==> config.mk <==
export PLATFORM = sky130hd
export DESIGN_NAME = mpmc10_waddr_gen
export DESIGN_NICKNAME = d
export VERILOG_FILES = /design/src/rtl/mpmc10_pkg.sv /design/src/rtl/mpmc10_waddr_gen.sv
export SDC_FILE = /design/constraint.sdc
export NUM_CORES = 1
export LEC_CHECK = 0
export CAP_MARGIN = 40
export CORE_AREA = 2 2 81 83
export CTS_CLUSTER_SIZE = 12
export DETAILED_ROUTE_END_ITERATION = 16
export DIE_AREA = 0 0 83 85
export PLACE_DENSITY_LB_ADDON = 0.25
export SYNTH_ARGS = -nofsm -noshare
export SYNTH_HDL_FRONTEND = slang
export SYNTH_SLANG_ARGS = --single-unit
==> constraint.sdc <==
create_clock -name clk -period 1.95 [get_ports clk]
set_input_delay 0.195 -clock clk [delete_from_list [all_inputs] [get_ports clk]]
set_output_delay 0.195 -clock clk [all_outputs]
set_load 0.03 [all_outputs]
==> src/rtl/mpmc10_pkg.sv <==
// Shared definitions for the mpmc10 write-address generator.
package mpmc10_pkg;

  // Sequencer states; IDLE is the reset state.
  typedef enum logic [1:0] {
    IDLE = 2'd0,
    RUN  = 2'd1,
    DONE = 2'd2
  } state_e;

endpackage

==> src/rtl/mpmc10_waddr_gen.sv <==
// mpmc10_waddr_gen: walks a strip-aligned write address through a burst of
// num_strips strips, advancing one strip each time the memory accepts one.
// Optional feature: define MPMC10_WADDR_WRAP_EN to add the wrap_mask port,
// which confines the increment to the masked address bits.
module mpmc10_waddr_gen
  import mpmc10_pkg::*;
#(
  parameter int AW        = 32,
  parameter int STRIP_LG2 = 4,
  parameter int SW        = 6
) (
  input  logic          clk,
  input  logic          rst,
  input  logic          start,
  input  logic [AW-1:0] addr_base,
  input  logic [SW-1:0] num_strips,
  input  logic          valid,
`ifdef MPMC10_WADDR_WRAP_EN
  input  logic [AW-1:0] wrap_mask,
`endif
  output logic [AW-1:0] addr,
  output logic [SW-1:0] strip_cnt,
  output logic          busy,
  output logic          done
);

  localparam logic [AW-1:0] STEP     = {{(AW-1){1'b0}}, 1'b1} << STRIP_LG2;
  localparam logic [AW-1:0] ADDR_RST = {AW{1'b1}} >> 3;
  localparam logic [SW-1:0] ONE_S    = {{(SW-1){1'b0}}, 1'b1};

  state_e        state_q, state_d;
  logic [AW-1:0] addr_q, addr_d;
  logic [SW-1:0] cnt_q, cnt_d;
  logic [SW-1:0] nlat_q, nlat_d;
  logic          busy_q, busy_d;
  logic          done_q, done_d;

  // Advance an address by one strip; with wrapping only masked bits move.
`ifdef MPMC10_WADDR_WRAP_EN
  function automatic logic [AW-1:0] next_addr(input logic [AW-1:0] a,
                                               input logic [AW-1:0] m);
    return (a & ~m) | ((a + STEP) & m);
  endfunction
`else
  function automatic logic [AW-1:0] next_addr(input logic [AW-1:0] a);
    return a + STEP;
  endfunction
`endif

  // Next-state, address and count computation.
  always_comb begin
    state_d = state_q;
    addr_d  = addr_q;
    cnt_d   = cnt_q;
    nlat_d  = nlat_q;
    case (state_q)
      IDLE: begin
        if (start) begin
          addr_d  = {addr_base[AW-1:STRIP_LG2], {STRIP_LG2{1'b0}}};
          cnt_d   = '0;
          nlat_d  = num_strips;
          state_d = (num_strips == '0) ? DONE : RUN;
        end
      end
      RUN: begin
        if (valid) begin
`ifdef MPMC10_WADDR_WRAP_EN
          addr_d = next_addr(addr_q, wrap_mask);
`else
          addr_d = next_addr(addr_q);
`endif
          cnt_d  = cnt_q + ONE_S;
          if (cnt_q == nlat_q - ONE_S) state_d = DONE;
        end
      end
      DONE: begin
        state_d = IDLE;
      end
      default: begin
        state_d = IDLE;
      end
    endcase
    busy_d = (state_d == RUN);
    done_d = (state_d == DONE);
  end

  // State and registered outputs; the latched strip count needs no reset.
  always_ff @(posedge clk) begin
    if (rst) begin
      state_q <= IDLE;
      addr_q  <= ADDR_RST;
      cnt_q   <= '0;
      busy_q  <= 1'b0;
      done_q  <= 1'b0;
    end else begin
      state_q <= state_d;
      addr_q  <= addr_d;
      cnt_q   <= cnt_d;
      busy_q  <= busy_d;
      done_q  <= done_d;
    end
    nlat_q <= nlat_d;
  end

  assign addr      = addr_q;
  assign strip_cnt = cnt_q;
  assign busy      = busy_q;
  assign done      = done_q;

endmodule

# ---- After elaboration in Yosys (flattened, before gate mapping)
# Index checks and enable logic that the tools add are counted.
# W data, S select, Z words.
dict set report totals {
  ff_bits 48
  output_inout_bits 40
  wordCells 31
}
dict set report op_classes {
  n_addsub 3
  n_eq_ne 6
  muxes 11
  reduce_logical 5
}
# operator count
set op_table {}
lappend op_table {{$mux W32} 2}
lappend op_table {{$pmux W32 S2} 1}
lappend op_table {{$add A32 B5 Y32 const B} 1}
lappend op_table {{$mux W6} 2}
lappend op_table {{$pmux W6 S2} 1}
lappend op_table {{$mux W2} 4}
lappend op_table {{$add A6 B1 Y6 const B} 1}
lappend op_table {{$eq A6 B6 Y1} 1}
lappend op_table {{$logic_not A6 Y1} 1}
lappend op_table {{$sub A6 B1 Y6 const B} 1}
lappend op_table {{$eq A2 B1 Y1 const B} 2}
lappend op_table {{$ne A2 B2 Y1 const B} 2}
lappend op_table {{$pmux W2 S2} 1}
lappend op_table {{$reduce_and A3 Y1} 1}
lappend op_table {{$eq A2 B2 Y1 const B} 1}
lappend op_table {{$logic_not A2 Y1} 1}
lappend op_table {{$reduce_and A2 Y1} 1}
lappend op_table {{$reduce_bool A2 Y1} 1}

# ---- Depth between registers and ports, before layout
dict set report depth {
  ltp_word 6
  mapped_depth 7
  depth_no_buf 7
}

# ---- Worst setup path before layout
# No wires, ideal clock.
dict set report synth_path {
  kind {flip-flop to flip-flop}
  start {register addr_q[4], in the netlist addr[4]}
  end {register addr_q[22], in the netlist addr[22]}
  setup_ns 0.134
  arrival_time_ns 2.221
  required_ns 1.816
  path_slack_ns -0.405
  path_stages_with_launch 7
  path_buffers 0
  cell_sequence {dfxtp_1 -> ha_1 -> nand3_2 -> nor4_4 -> nand3_1 -> and3_1 -> or4_1}
}
dict set report synth_via {
  elab_chain_len 3
}
# item line
set synth_rtl {}
lappend synth_rtl {{from (decl)} mpmc10_waddr_gen.sv:32} ;# logic [AW-1:0] addr_q, addr_d;
lappend synth_rtl {{from (signal assigned)} mpmc10_waddr_gen.sv:97} ;# addr_q <= addr_d;
lappend synth_rtl {{$add A32 B5 Y32} mpmc10_waddr_gen.sv:46} ;# return a + STEP;
lappend synth_rtl {{$mux W32} mpmc10_waddr_gen.sv:66} ;# if (valid) begin
lappend synth_rtl {{$pmux W32 S2} mpmc10_waddr_gen.sv:56} ;# case (state_q)
# No other way between the ends. The select of a mux whose other input is x is not followed.
# A chain may end at the register's enable or synchronous reset.

# ---- Final worst setup path
dict set report layout_path {
  start {register nlat_q[0]}
  end {register busy_q, in the netlist busy}
}
dict set report layout_via {
  elab_chain_len 6
}
# item line
set layout_rtl {}
lappend layout_rtl {{from (decl)} mpmc10_waddr_gen.sv:34} ;# logic [SW-1:0] nlat_q, nlat_d;
lappend layout_rtl {{from (signal assigned)} mpmc10_waddr_gen.sv:102} ;# nlat_q <= nlat_d;
lappend layout_rtl {{$sub A6 B1 Y6} mpmc10_waddr_gen.sv:73} ;# if (cnt_q == nlat_q - ONE_S) state_d = DONE;
lappend layout_rtl {{$eq A6 B6 Y1} mpmc10_waddr_gen.sv:73}
lappend layout_rtl {{$mux W2} mpmc10_waddr_gen.sv:73}
lappend layout_rtl {{$mux W2} mpmc10_waddr_gen.sv:66}
lappend layout_rtl {{$pmux W2 S2} mpmc10_waddr_gen.sv:56}
lappend layout_rtl {{$eq A2 B1 Y1} mpmc10_waddr_gen.sv:83} ;# busy_d = (state_d == RUN);
lappend layout_rtl {{to (signal assigned)} mpmc10_waddr_gen.sv:99} ;# busy_q <= busy_d;
lappend layout_rtl {{to (decl)} mpmc10_waddr_gen.sv:35} ;# logic busy_q, busy_d;
# No other way between the ends.

==> summary.md <==
### Clocking
- **clock buffer depth** 2
- **Clk Latency, worst-skew pair** 310 ps
- **total clock buffers created by CTS** 5
- **TritonCTS clock tree** done
- **H-tree levels** 2
- **CTS Sinks** 45
- **register clock-pin slew on the reported worst setup and hold paths** 90 ps
- **clock tree root buffer cell** sky130_fd_sc_hd__clkbuf_8

### Logic synthesis
- **share of the yosys chip area belonging to registers** 37.9%
- **Gate Count Post-Synth** 317
- **flops & latches, synth** 45
- **portion of synthesized cell area occupied by the leading cell type** 30.8%
- **top cells by area, synth** sky130_fd_sc_hd__dfxtp_1 31%, sky130_fd_sc_hd__edfxtp_1 7.1%, sky130_fd_sc_hd__nor2_1 5.5%, sky130_fd_sc_hd__a21oi_1 5.3%, sky130_fd_sc_hd__nand2_1 5.0%
- **combined area of all synthesized cells** 2530 µm²
- **Distinct cells, synth** 55
- **synth warn** 0
- **number of synthesized flops with an enable pin** 6
- **post-synthesis area per instance** 7.99 µm²
- **Synth async-reset ratio** 0%
- **cell type with the highest aggregate area in the netlist** sky130_fd_sc_hd__dfxtp_1
- **post-synth net total** 362
- **Post-synth top cells** 39 x sky130_fd_sc_hd__dfxtp_1, 37 x sky130_fd_sc_hd__nor2_1, 34 x sky130_fd_sc_hd__nand2_1
- **most common flop cell mapped by yosys** sky130_fd_sc_hd__dfxtp_1
- **count leader, synth** sky130_fd_sc_hd__dfxtp_1

### Min path
- **hold_sp** num_strips[5]
- **worst hold path cell count** 1
- **capture endpoint of the worst hold path** nlat_q[5]
- **classification of the worst-slack hold path** input port to flop

### Routing
- **number of DRC markers in iteration 0** 198
- **drt via density** 5.67
- **Vias** 2739
- **residual DRC count** 0
- **number of detailed-routing iterations run before antenna repair** 4
- **total routed wirelength** 7420 µm
- **routed length per placed instance** 15.4 µm
- **Routed Antenna Nets** 0

### Critical path
- **start of the worst register-to-register path** nlat_q[0]
- **critical-path maximum fanout** 4
- **end of the worst register-to-register path** busy
- **R2R setup slack** -3 ps
- **kind of critical path** flop to flop
- **Worst Reg2Reg Path Length in Cells** 7
- **crit path capture type** flop
- **required time at the endpoint of the critical path** 2150 ps
- **startpoint kind of the worst setup timing path** flop
- **CP Data Arrival Time** 2150 ps

### Global route
- **global-route wire length before repair** 12200 µm
- **overflow left after global routing** 0
- **initial antenna violation count** 0
- **pin count of the biggest net entering global routing** 38
- **gr usage total** 21.1%
- **vias in the first global route** 2476

### Pwr
- **net switching share of the total power** 36.8%
- **share of total power in combinational logic** 39.9%
- **power consumption** 3.15 mW
- **total internal power** 1.99 mW
- **portion of total power attributed to the clock network** 22.8%
- **worst vdd rail ir drop** 413 µV
- **cell area power density** 849 nW/µm²
- **sequential fraction of design power** 37.3%
- **total leakage power** 1.42 nW
- **switching power of the nets** 1.16 mW

### Floorplanning
- **count of boundary I/O pins** 82
- **number of standard-cell rows in the floorplan** 29
- **Initial Utilization** 40.8%
- **Die Outline Area** 7060 µm²
- **die height** 85 µm
- **horizontal die dimension** 83 µm
- **Std-Cell Core Area** 6200 µm²

### Timing
- **timing-limited maximum frequency** 0.512 GHz
- **transition time at the pin with the least slew margin** 464 ps
- **minimum clock period after layout** 1950 ps
- **RSZ-0062 raised after global routing** yes
- **final hold vios** 0
- **Max Clock Skew** 6.83 ps
- **crit path setup slack, layout** -2.77 ps
- **period utilization** 100%
- **final setup vio count** 1
- **Max Transition Viols Final** 0
- **worst hold slack** 469 ps
- **worst slew margin relative to its limit** 68.8%

### Place
- **HPWL after DPL** 5360 µm
- **IO Port Bufs** 77
- **global placement routability congestion** 0.896

### Final layout
- **fraction of final layout cells with drive strength greater than 1** 16.3%
- **Syn-to-layout area delta** 46.5%
- **number of nets in the final layout** 450
- **antenna fix cells** 0

### Status
- **run status** complete, but fails checks
- **failing checks** negative setup slack

### Flow run
- **number of max-capacitance violations reported** 0

==> final cells by class <==
type                       instances  area, µm²
clock buffer                       5       68.8
clock inverter                     3       41.3
fill                             568       2490
inverter                           6       22.5
multi-input combinational        245       1510
sequential                        45        990
tap                               77       96.3
timing repair buffer             102        983
==> registers in the layout, indices dropped and copies added, names as in the netlist <==
signal and count:
done 1, state_q 2, strip_cnt 6, nlat_q 6, busy 1, addr 29
==> power by group through the flow <==
stage                     Sequential (mW)  Combinational (mW)  Clock, mW
after floorplan                      1.32               0.613          0
after global placement               1.19                1.22          0
after detailed placement             1.19                1.23          0
after CTS                            1.17                1.24      0.726
after global routing                 1.19                1.38      0.768
final                                1.18                1.26      0.719
==> worst max-delay path, cell delays in order (launching register included) <==
cell	delay, ps
sky130_fd_sc_hd__edfxtp_1	410
sky130_fd_sc_hd__inv_1	80
sky130_fd_sc_hd__ha_2	200
sky130_fd_sc_hd__nor2b_4	160
sky130_fd_sc_hd__xnor2_1	60
sky130_fd_sc_hd__or3_1	310
sky130_fd_sc_hd__a211o_1	370
sky130_fd_sc_hd__a32o_1	250
==> cell families (layout without fill, tap and decap cells) <==
group / Yosys count / in the layout / share of synthesized area [%]
simple gates: 136 / 136 / 28.0
compound gates: 91 / 91 / 22.7
flops: 45 / 45 / 37.9
buf+inv: 27 / 116 / 4.49
xor+xnor: 12 / 12 / 4.15
fa+ha+maj: 3 / 3 / 1.48
mux: 3 / 3 / 1.23
==> through the flow <==
step	cell area [µm²]	setup TNS, ps	std cells	util, %	setup WS [ps]
after floorplan	2580	0	317	-	28.4
after global placement	3550	0	471	57.2	45.6
after detailed placement	3550	-121	471	57.2	-63.6
after CTS	3670	0	480	59.2	0.878
after global routing	3710	-205	483	59.8	-96.1
final	3710	-2.77	483	59.8	-2.77
==> repair_timing <==
item                       4_1_cts  5_1_grt
hold buffers                     0        0
gates resized for setup          2        5
pin swaps                        3        1
setup endpoints to repair        2        5
buffers inserted                 1        3
==> how the worst max path moves through the flow <==
stage / startpoint / to / slack, ps / cells past startpoint
after floorplan: addr[23] / addr[30] / 30 / 6
after global placement: nlat_q[0] / busy / 50 / 7
after CTS: nlat_q[0] / busy / 0.9 / 7
after global routing: nlat_q[0] / busy / -100 / 7
final: nlat_q[0] / busy / -3 / 7
after detailed placement: nlat_q[0] / busy / -60 / 5
==> layer usage <==
metal | vias to the layer above | track usage [%] | routed length, µm
met5 | - | 0 | 0
met4 | 0 | 6.71 | 155
met3 | 12 | 4.28 | 377
met2 | 93 | 34.9 | 3620
met1 | 1285 | 27.9 | 3270
li1 | 1349 | - | -
==> placed cells by master (no fill, tap or decap), types with 3 or more instances in the layout <==
master / n
sky130_fd_sc_hd__nand4_1: 11
sky130_fd_sc_hd__clkbuf_8: 5
sky130_fd_sc_hd__buf_4: 23
sky130_fd_sc_hd__xor2_1: 7
sky130_fd_sc_hd__inv_1: 5
sky130_fd_sc_hd__dfxtp_1: 20
sky130_fd_sc_hd__a21oi_1: 26
sky130_fd_sc_hd__dfxtp_2: 17
sky130_fd_sc_hd__nand2b_1: 3
sky130_fd_sc_hd__nor3_1: 8
sky130_fd_sc_hd__o311ai_0: 3
sky130_fd_sc_hd__nand3_1: 11
sky130_fd_sc_hd__o21ai_0: 22
sky130_fd_sc_hd__clkdlybuf4s50_1: 77
sky130_fd_sc_hd__edfxtp_1: 6
sky130_fd_sc_hd__nor4_1: 4
sky130_fd_sc_hd__and3_1: 6
sky130_fd_sc_hd__and4_1: 3
sky130_fd_sc_hd__nand2_1: 34
sky130_fd_sc_hd__a21o_1: 4
sky130_fd_sc_hd__or3_1: 4
sky130_fd_sc_hd__nor2_1: 37
sky130_fd_sc_hd__xnor2_1: 5
sky130_fd_sc_hd__a41o_1: 3
sky130_fd_sc_hd__a211oi_1: 5
sky130_fd_sc_hd__o22ai_1: 9
Note: power is estimated with default switching activity, not from simulation.
